File: config.mk
export PLATFORM = sky130hd
export DESIGN_NAME = csa_final_adder
export DESIGN_NICKNAME = d
export VERILOG_FILES = /design/src/rtl/csa_final_adder.sv
export SDC_FILE = /design/constraint.sdc
export NUM_CORES = 1
export LEC_CHECK = 0
export BUFFER_PORTS_ARGS = -buffer_cell sky130_fd_sc_hd__buf_2
export CAP_MARGIN = 20
export CELL_PAD_IN_SITES_DETAIL_PLACEMENT = 0
export CELL_PAD_IN_SITES_GLOBAL_PLACEMENT = 1
export CORE_ASPECT_RATIO = 1.5
export CORE_MARGIN = 2
export CORE_UTILIZATION = 37
export CTS_CLUSTER_DIAMETER = 60
export DETAILED_ROUTE_END_ITERATION = 8
export HOLD_SLACK_MARGIN = 0.15
export PLACE_DENSITY = 0.73
export SYNTH_ARGS = -nofsm -noshare
export SYNTH_HDL_FRONTEND = slang
export SYNTH_SLANG_ARGS = --single-unit
File: constraint.sdc
create_clock -name clk -period 2.51 [get_ports clk]
set_input_delay 0.251 -clock clk [delete_from_list [all_inputs] [get_ports clk]]
set_output_delay 0.251 -clock clk [all_outputs]
set_load 0.01 [all_outputs]
File: src/rtl/csa_final_adder.sv
// csa_final_adder: final carry-propagate stage behind a Wallace-tree reduction.
// Resolves the carry-save pair (sum_vec, carry_vec) into a binary product,
// CHUNK bits per cycle, with valid/ready handshakes on both sides.
// Optional macro CSA_FINAL_EARLY_EXIT_EN: finish as soon as the remaining
// upper chunks are all zero and no carry is pending.
module csa_final_adder #(
  parameter int WIDTH = 16,
  parameter int CHUNK = 4
) (
  input  logic             clk,
  input  logic             rst_n,
  input  logic             in_valid,
  output logic             in_ready,
  input  logic [WIDTH-1:0] sum_vec,
  input  logic [WIDTH-1:0] carry_vec,
  output logic             out_valid,
  input  logic             out_ready,
  output logic [WIDTH-1:0] product,
  output logic             overflow,
  output logic             busy
);

  localparam int NCHUNK = WIDTH / CHUNK;
  localparam int IDX_W  = (NCHUNK > 1) ? $clog2(NCHUNK) : 1;
  localparam logic [IDX_W-1:0] LAST_IDX = IDX_W'(NCHUNK - 1);

  generate
    if ((WIDTH % CHUNK) != 0) begin : g_chunk_check
      $error("csa_final_adder: WIDTH must be a multiple of CHUNK");
    end
  endgenerate

  typedef enum logic [1:0] {IDLE, ADD, DONE} state_t;

  state_t           state_reg;
  logic [WIDTH-1:0] a_reg;
  logic [WIDTH-1:0] b_reg;
  logic [WIDTH-1:0] product_reg;
  logic [WIDTH-1:0] product_next;
  logic [IDX_W-1:0] idx_reg;
  logic             carry_reg;
  logic             overflow_reg;
  logic             out_valid_reg;
  logic             in_ready_reg;
  logic             busy_reg;

  int               chunk_base;
  logic [CHUNK-1:0] a_chunk;
  logic [CHUNK-1:0] b_chunk;
  logic [CHUNK-1:0] chunk_sum;
  logic             chunk_carry;

  // Product bits to clear when the operation finishes early.
  logic [WIDTH-1:0] clear_mask;
  logic             early_exit;

  // One CHUNK-wide slice of the carry-propagate add, selected by idx_reg.
  always_comb begin
    chunk_base = int'(idx_reg) * CHUNK;
    a_chunk    = a_reg[chunk_base +: CHUNK];
    b_chunk    = b_reg[chunk_base +: CHUNK];
    {chunk_carry, chunk_sum} = {1'b0, a_chunk} + {1'b0, b_chunk}
                             + (CHUNK + 1)'(carry_reg);
  end

`ifdef CSA_FINAL_EARLY_EXIT_EN
  logic [NCHUNK-1:0] chunk_zero;
  logic              upper_zero;
  logic [WIDTH-1:0]  upper_mask;

  generate
    for (genvar gi = 0; gi < NCHUNK; gi++) begin : g_chunk_zero
      assign chunk_zero[gi] = ~|a_reg[gi*CHUNK +: CHUNK] & ~|b_reg[gi*CHUNK +: CHUNK];
    end
  endgenerate

  // Are all chunks above the current one zero in both operands?
  always_comb begin
    upper_zero = 1'b1;
    upper_mask = '0;
    for (int k = 0; k < NCHUNK; k++) begin
      if (k > int'(idx_reg)) begin
        if (!chunk_zero[k]) upper_zero = 1'b0;
        upper_mask[k*CHUNK +: CHUNK] = '1;
      end
    end
  end

  // Gate on the carry out of this chunk (not just the incoming carry) so a
  // carry rippling into an all-zero upper region is never dropped.
  assign early_exit = (state_reg == ADD) && !chunk_carry && upper_zero;
  assign clear_mask = early_exit ? upper_mask : '0;
`else
  assign early_exit = 1'b0;
  assign clear_mask = '0;
`endif

  // Next product: current chunk written in place, upper chunks cleared on early exit.
  always_comb begin
    product_next = product_reg & ~clear_mask;
    product_next[chunk_base +: CHUNK] = chunk_sum;
  end

  // Control FSM with registered handshake outputs.
  always_ff @(posedge clk) begin
    if (!rst_n) begin
      state_reg     <= IDLE;
      a_reg         <= '0;
      b_reg         <= '0;
      product_reg   <= '0;
      idx_reg       <= '0;
      carry_reg     <= 1'b0;
      overflow_reg  <= 1'b0;
      out_valid_reg <= 1'b0;
      in_ready_reg  <= 1'b1;
      busy_reg      <= 1'b0;
    end else begin
      case (state_reg)
        IDLE: begin
          if (in_valid) begin
            a_reg        <= sum_vec;
            b_reg        <= carry_vec;
            idx_reg      <= '0;
            carry_reg    <= 1'b0;
            in_ready_reg <= 1'b0;
            busy_reg     <= 1'b1;
            state_reg    <= ADD;
          end
        end
        ADD: begin
          product_reg <= product_next;
          carry_reg   <= chunk_carry;
          idx_reg     <= idx_reg + IDX_W'(1);
          if (idx_reg == LAST_IDX || early_exit) begin
            overflow_reg  <= early_exit ? 1'b0 : chunk_carry;
            out_valid_reg <= 1'b1;
            state_reg     <= DONE;
          end
        end
        DONE: begin
          if (out_ready) begin
            out_valid_reg <= 1'b0;
            in_ready_reg  <= 1'b1;
            busy_reg      <= 1'b0;
            state_reg     <= IDLE;
          end
        end
        default: begin
          out_valid_reg <= 1'b0;
          in_ready_reg  <= 1'b1;
          busy_reg      <= 1'b0;
          state_reg     <= IDLE;
        end
      endcase
    end
  end

  assign in_ready  = in_ready_reg;
  assign out_valid = out_valid_reg;
  assign product   = product_reg;
  assign overflow  = overflow_reg;
  assign busy      = busy_reg;

endmodule

=== Word level (Yosys, flattened, before mapping) ===
Cells that the tools add are included.

* Add/subtract/negate cells: 4
* Equality and inequality tests: 6
* Shifts and indexed selects: 4
* Multiplexer cells: 16
* Bitwise operators: 2
* Reduce and logical (&&, ||, !) cells: 8

{| class="wikitable"
|+ Operator list
! kind !! count
|-
| $neg A4 Y33 || 1
|-
| $shift A4 B33 Y16 const A || 1
|-
| $shiftx A4 B33 Y16 || 1
|-
| $shiftx A16 B5 Y4 || 2
|-
| $bwmux W16 || 1
|-
| $pmux W1 S3 || 3
|-
| $reduce_and A3 Y1 || 3
|-
| $mux W2 || 4
|-
| $ne A2 B2 Y1 const B || 3
|-
| $pmux W2 S3 || 1
|-
| $reduce_and A2 Y1 || 3
|-
| $add A4 B4 Y5 || 1
|-
| $add A5 B1 Y5 || 1
|-
| $mux W1 || 5
|-
| $eq A2 B2 Y1 const B || 2
|-
| $pmux W2 S2 || 1
|-
| $add A2 B1 Y2 const B || 1
|-
| $eq A2 B1 Y1 const B || 1
|-
| $logic_not A2 Y1 || 1
|-
| $not A1 Y1 || 2
|-
| $pmux W1 S2 || 1
|-
| $reduce_bool A2 Y1 || 1
|}

* Bits in registers: 57
* Bits of input ports: 36
* Output and inout port bits: 20

=== Logic depth before layout (Yosys ltp) ===
* Depth after elaboration: 5
* Mapped depth: 9
* Depth with buffers taken out: 8

=== Least setup slack after synthesis ===
OpenSTA, ideal clock, no wires.

* Path type: reg-to-reg
* From: register idx_reg[0]
* To: register overflow_reg (netlist: overflow)
* Setup time: 0.135 ns
* Arrival: 2.260 ns
* Data required time: 2.375 ns
* Setup slack: 0.115 ns
* Cell stages (with the launch flop): 10
* Buffers on the path: 1
* Cell sequence: dfxtp_1 -> buf_4 -> mux4_2 -> fa_1 -> inv_1 -> fa_1 -> nor2b_1 -> o21a_1 -> nor2_1 -> a311oi_2

* Word-level cells in the longest chain between the ends: 3
* Elaborated cells on any way between the ends: 6
* Those cells by class: add/sub: 2; eq/ne: 1; shift: 2; reduce/logical: 1

{| class="wikitable"
|+ RTL lines
! item !! RTL line !! RTL
|-
| from (decl) || 40 || <nowiki>logic [IDX_W-1:0] idx_reg;</nowiki>
|-
| from (signal assigned) || 133 || <nowiki>idx_reg <= idx_reg + IDX_W'(1);</nowiki>
|-
| $shiftx A16 B5 Y4 (on tied branches) || 60, 61 ||
|-
| $add A4 B4 Y5 || 62 || <nowiki>{chunk_carry, chunk_sum} = {1'b0, a_chunk} + {1'b0, b_chunk}</nowiki>
|-
| $add A5 B1 Y5 || 63 || <nowiki>+ (CHUNK + 1)'(carry_reg);</nowiki>
|-
| to (signal assigned) || 135 || <nowiki>overflow_reg <= early_exit ? 1'b0 : chunk_carry;</nowiki>
|-
| to (decl) || 42 || <nowiki>logic overflow_reg;</nowiki>
|}

Parallel ways exist; a longest one is shown, timed or not.
A chain may end at the register's enable or synchronous reset.

=== Worst setup path after layout ===
* From: register idx_reg[0]
* To: register product_reg[1] (netlist: product[1])

* Word-level cells in the longest chain between the ends: 5
* Elaborated cells on any way between the ends: 8
* Those cells by class: add/sub: 3; shift: 4; mux: 1

{| class="wikitable"
|+ RTL lines
! item !! RTL line !! RTL
|-
| $shiftx A16 B5 Y4 (on tied branches) || 60, 61 ||
|-
| $add A4 B4 Y5 || 62 ||
|-
| $add A5 B1 Y5 || 63 ||
|-
| $shiftx A4 B33 Y16 || 101 || <nowiki>product_next[chunk_base +: CHUNK] = chunk_sum;</nowiki>
|-
| $bwmux W16 (*) || 101 ||
|-
| to (signal assigned) || 131 || <nowiki>product_reg <= product_next;</nowiki>
|-
| to (decl) || 38 || <nowiki>logic [WIDTH-1:0] product_reg;</nowiki>
|}

Mark *: on every way between the ends. The rest lies on a longest branch, timed or not.

==> impl_results.md <==
- Status: complete, no violations
- Core Box Area: just under 0.007 sq mm
- RR Startpoint: idx_reg[0]$_SDFFE_PN0P_
- Layout area overhead: 23.2%
- Endpoints failing hold: 0
- Setup_tns: 0 ns
- Fin Hold WS: 0.163 ns
- Die area: ~0.0079 sq mm
- Hold crit path type: in -> reg
- I/O Buffers: 55
- RSZ-0062 raised after global routing: no
- Pin count of the biggest net entering global routing: 40
- DP HPWL: 4280 um
- CP Launch Point: idx_reg[0]$_SDFFE_PN0P_
- Initial Util: between 30 and 40%
- PD cells: 651 mW/mm^2
- WP data required: approximately 2.8 ns
- Post-DP Area: ~0.0030 sq mm
- Maximum buffer depth of the clock tree: 2
- GRT overflow: 0
- Max_cap viols: 0
- Cell Area, Synth: between 0.002 and 0.003 sq mm
- Worst skew pair latency: around 0.33 ns
- Via count: ~2,200
- Num rows: 37
- Filler cells: ~700
- Tmin final: 2.30 ns
- 1st-iter DRT viols: 79
- Reg area: between 0.001 and 0.0015 sq mm
- Critical path capture point type: register
- Hold_sp: carry_vec[0]
- Pwr Total: about 2100 uW
- Num CTS Buffers: 9
- First-pass GRT wire length: around 9600 um
- Post-route DRC: 0
- GRT Total Usage: 16.3%
- Peak supply drop: ~0.29 mV
- Final instance area: about 0.0033 sq mm
- Crit path capture: product[1]$_SDFFE_PN0P_
- R2r worst-path depth: 8
- Final setup viols: 0
- Antenna Diode Count: 0
- WP data arrival: approximately 2.6 ns
- I/O pin total: 56
- Multi-input logic area: about 0.0014 sq mm
- Root Buffer: clkbuf_8
- Worst-margin pin slew: 0.445 ns
- Synth unique cells: between 40 and 50
- YS warnings: 0
- LEAKAGE: between 0.001 and 0.0015 uW
- H-tree depth: 3
- Die Wd: 73.3 um
- Synth Instances: 286
- Vias per cell: approximately 5.0
- Crit Path Class: reg -> reg
- TritonCTS Sinks: 57
- Routed Antenna Nets: 0
- Share of cells above drive strength 1: ~36%
- First drt pass iteration count: 4
- Crit share post-route: approximately nine tenths
- Vert. Die Dim: between 100 and 150 um
- Pins over their slew limit: 0
- Initial antenna violation count: 0
- CP Launch Type: register
- Routed len/inst: ~14 um
- CTS tree: yes
- Utilization after layout: between 40% and 50%
- Reg2reg setup slack: just over 0.2 ns
- Critical-path maximum fanout: 4
- Setup repair bufs after CTS: 0
- Clock Pin Slew Worst Setup and Hold Paths: about 0.06 ns
- Final Net Count: 396
- Setup Skew: slightly below 0.006 ns
- Seq/Total Area, Yosys: a little over two fifths
- Post-Syn Area per Cell: between 9 and 10 sq um
- Relative slew slack: between 70% and 80%
- Mapped Nets: 333
- Vias in the first global route: 2,049
- Highest clock rate: between 400 and 500 MHz
- #FFs+latches synth: 57
- DRT Wirelength: 5840 um
- R2r endpoint: product[1]$_SDFFE_PN0P_
- Final Wtd Congestion: a little over 0.7
==> cells in the final DEF, fill, tap and decap left out, types with 3 or more instances in the layout <==
cell / count
nand2_1: 72
dfxtp_1: 56
buf_2: 55
a21oi_2: 31
nor2_1: 20
a22oi_1: 12
clkbuf_8: 12
inv_1: 10
ha_1: 9
mux4_2: 8
a21oi_1: 8
dlygate4sd3_1: 8
nand3_1: 6
buf_4: 6
nand2_2: 3
o21ai_1: 3
==> critical path: stages, from the launching register on <==
cell     delay [ns]
dfxtp_2        0.36
buf_4          0.16
mux4_2         0.51
fa_1           0.40
inv_1          0.09
fa_1           0.41
inv_1          0.13
a22oi_1        0.10
nor2_1         0.09
==> per-stage QoR <==
step                      cells  worst slack, ns
after floorplan             286            0.115
after global placement      408            0.204
after detailed placement    408            0.138
after CTS                   432            0.117
after global routing        432           0.0428
final                       432            0.207
==> cells by family (layout without fill, tap and decap cells) <==
family	Yosys count	after routing	share of synthesized area (%)
AO/OA/AOI/OAI	63	63	18.6
XOR/XNOR	1	1	0.328
adder cells (fa/ha/maj)	11	11	5.72
buffers and inverters	29	97	5.67
flip-flops	57	57	42.8
multiplexers	9	9	7.13
AND/OR/NAND/NOR	116	116	19.8
==> area by class of cell <==
class,count,area share (%)
clock buffers,14,5.25
clock inverters,2,1.07
inverters,11,1.26
multi-input cells,200,41.9
flip-flops and latches,57,34.7
well taps,78,2.97
repair buffers,70,12.8
==> synthesized netlist by cell type <==
cell type | number | area, sq um
a211o_1 | 1 | 8.76
a21o_1 | 1 | 7.51
a21oi_1 | 8 | 40.0
a21oi_2 | 31 | 272
a22oi_1 | 12 | 90.1
a311oi_2 | 1 | 15.0
a32oi_1 | 2 | 17.5
and2_1 | 1 | 6.26
and2b_1 | 1 | 7.51
and3_2 | 1 | 7.51
and3b_1 | 1 | 8.76
and4bb_1 | 1 | 12.5
buf_2 | 4 | 20.0
buf_4 | 7 | 52.6
clkbuf_1 | 4 | 15.0
clkbuf_4 | 3 | 22.5
dfxtp_1 | 57 | 1140
fa_1 | 2 | 40.0
ha_1 | 9 | 113
inv_1 | 10 | 37.5
inv_2 | 1 | 3.75
mux2i_1 | 1 | 10.0
mux4_2 | 8 | 180
nand2_1 | 72 | 270
nand2_2 | 3 | 18.8
nand2b_1 | 1 | 6.26
nand2b_4 | 1 | 13.8
nand3_1 | 6 | 30.0
nand4bb_1 | 1 | 11.3
nor2_1 | 20 | 75.1
nor2b_1 | 2 | 12.5
nor2b_2 | 1 | 8.76
nor3_1 | 1 | 5.00
nor3b_1 | 1 | 7.51
nor4_4 | 1 | 21.3
o21a_1 | 1 | 7.51
o21ai_1 | 3 | 15.0
o22ai_1 | 2 | 12.5
o32a_1 | 1 | 10.0
or2_1 | 1 | 6.26
xnor2_1 | 1 | 8.76
==> worst min-delay path by stage <==
stage | endpoint | slack [ns] | cells past startpoint
4_1_cts | a_reg[14]$_SDFFE_PN0P_ | 0.15 | 3
3_5_place_dp | product[15]$_SDFFE_PN0P_ | 0.45 | 2
3_3_place_gp | a_reg[13]$_SDFFE_PN0P_ | 0.44 | 2
5_1_grt | b_reg[10]$_SDFFE_PN0P_ | 0.15 | 3
2_1_floorplan | a_reg[12]$_SDFFE_PN0P_ | 0.39 | 2
6_report | b_reg[0]$_SDFFE_PN0P_ | 0.16 | 3
==> timing repair <==
item | 4_1_cts | 5_1_grt
resized for setup | 0 | 1
hold buffers | 8 | 0
hold endpoints to repair | 8 | 0
endpoints found under the setup margin | 0 | 4
==> where the power goes <==
group	internal [uW]	leakage, uW	switching (uW)	total, uW
Combinational	124	0.000770	153	277
Sequential	945	0.000466	27.2	972
Clock	539	0.000107	352	891
==> metal layers <==
| metal | up-vias | wire (um) | global-route usage (%) |
|---|---|---|---|
| met5 | - | 0 | 0 |
| met4 | 0 | 120 | 9.35 |
| met3 | 6 | 192 | 3.45 |
| met2 | 39 | 3090 | 27.9 |
| met1 | 1006 | 2440 | 18.3 |
| li1 | 1099 | - | - |
Note: power is estimated with default switching activity, not from simulation.
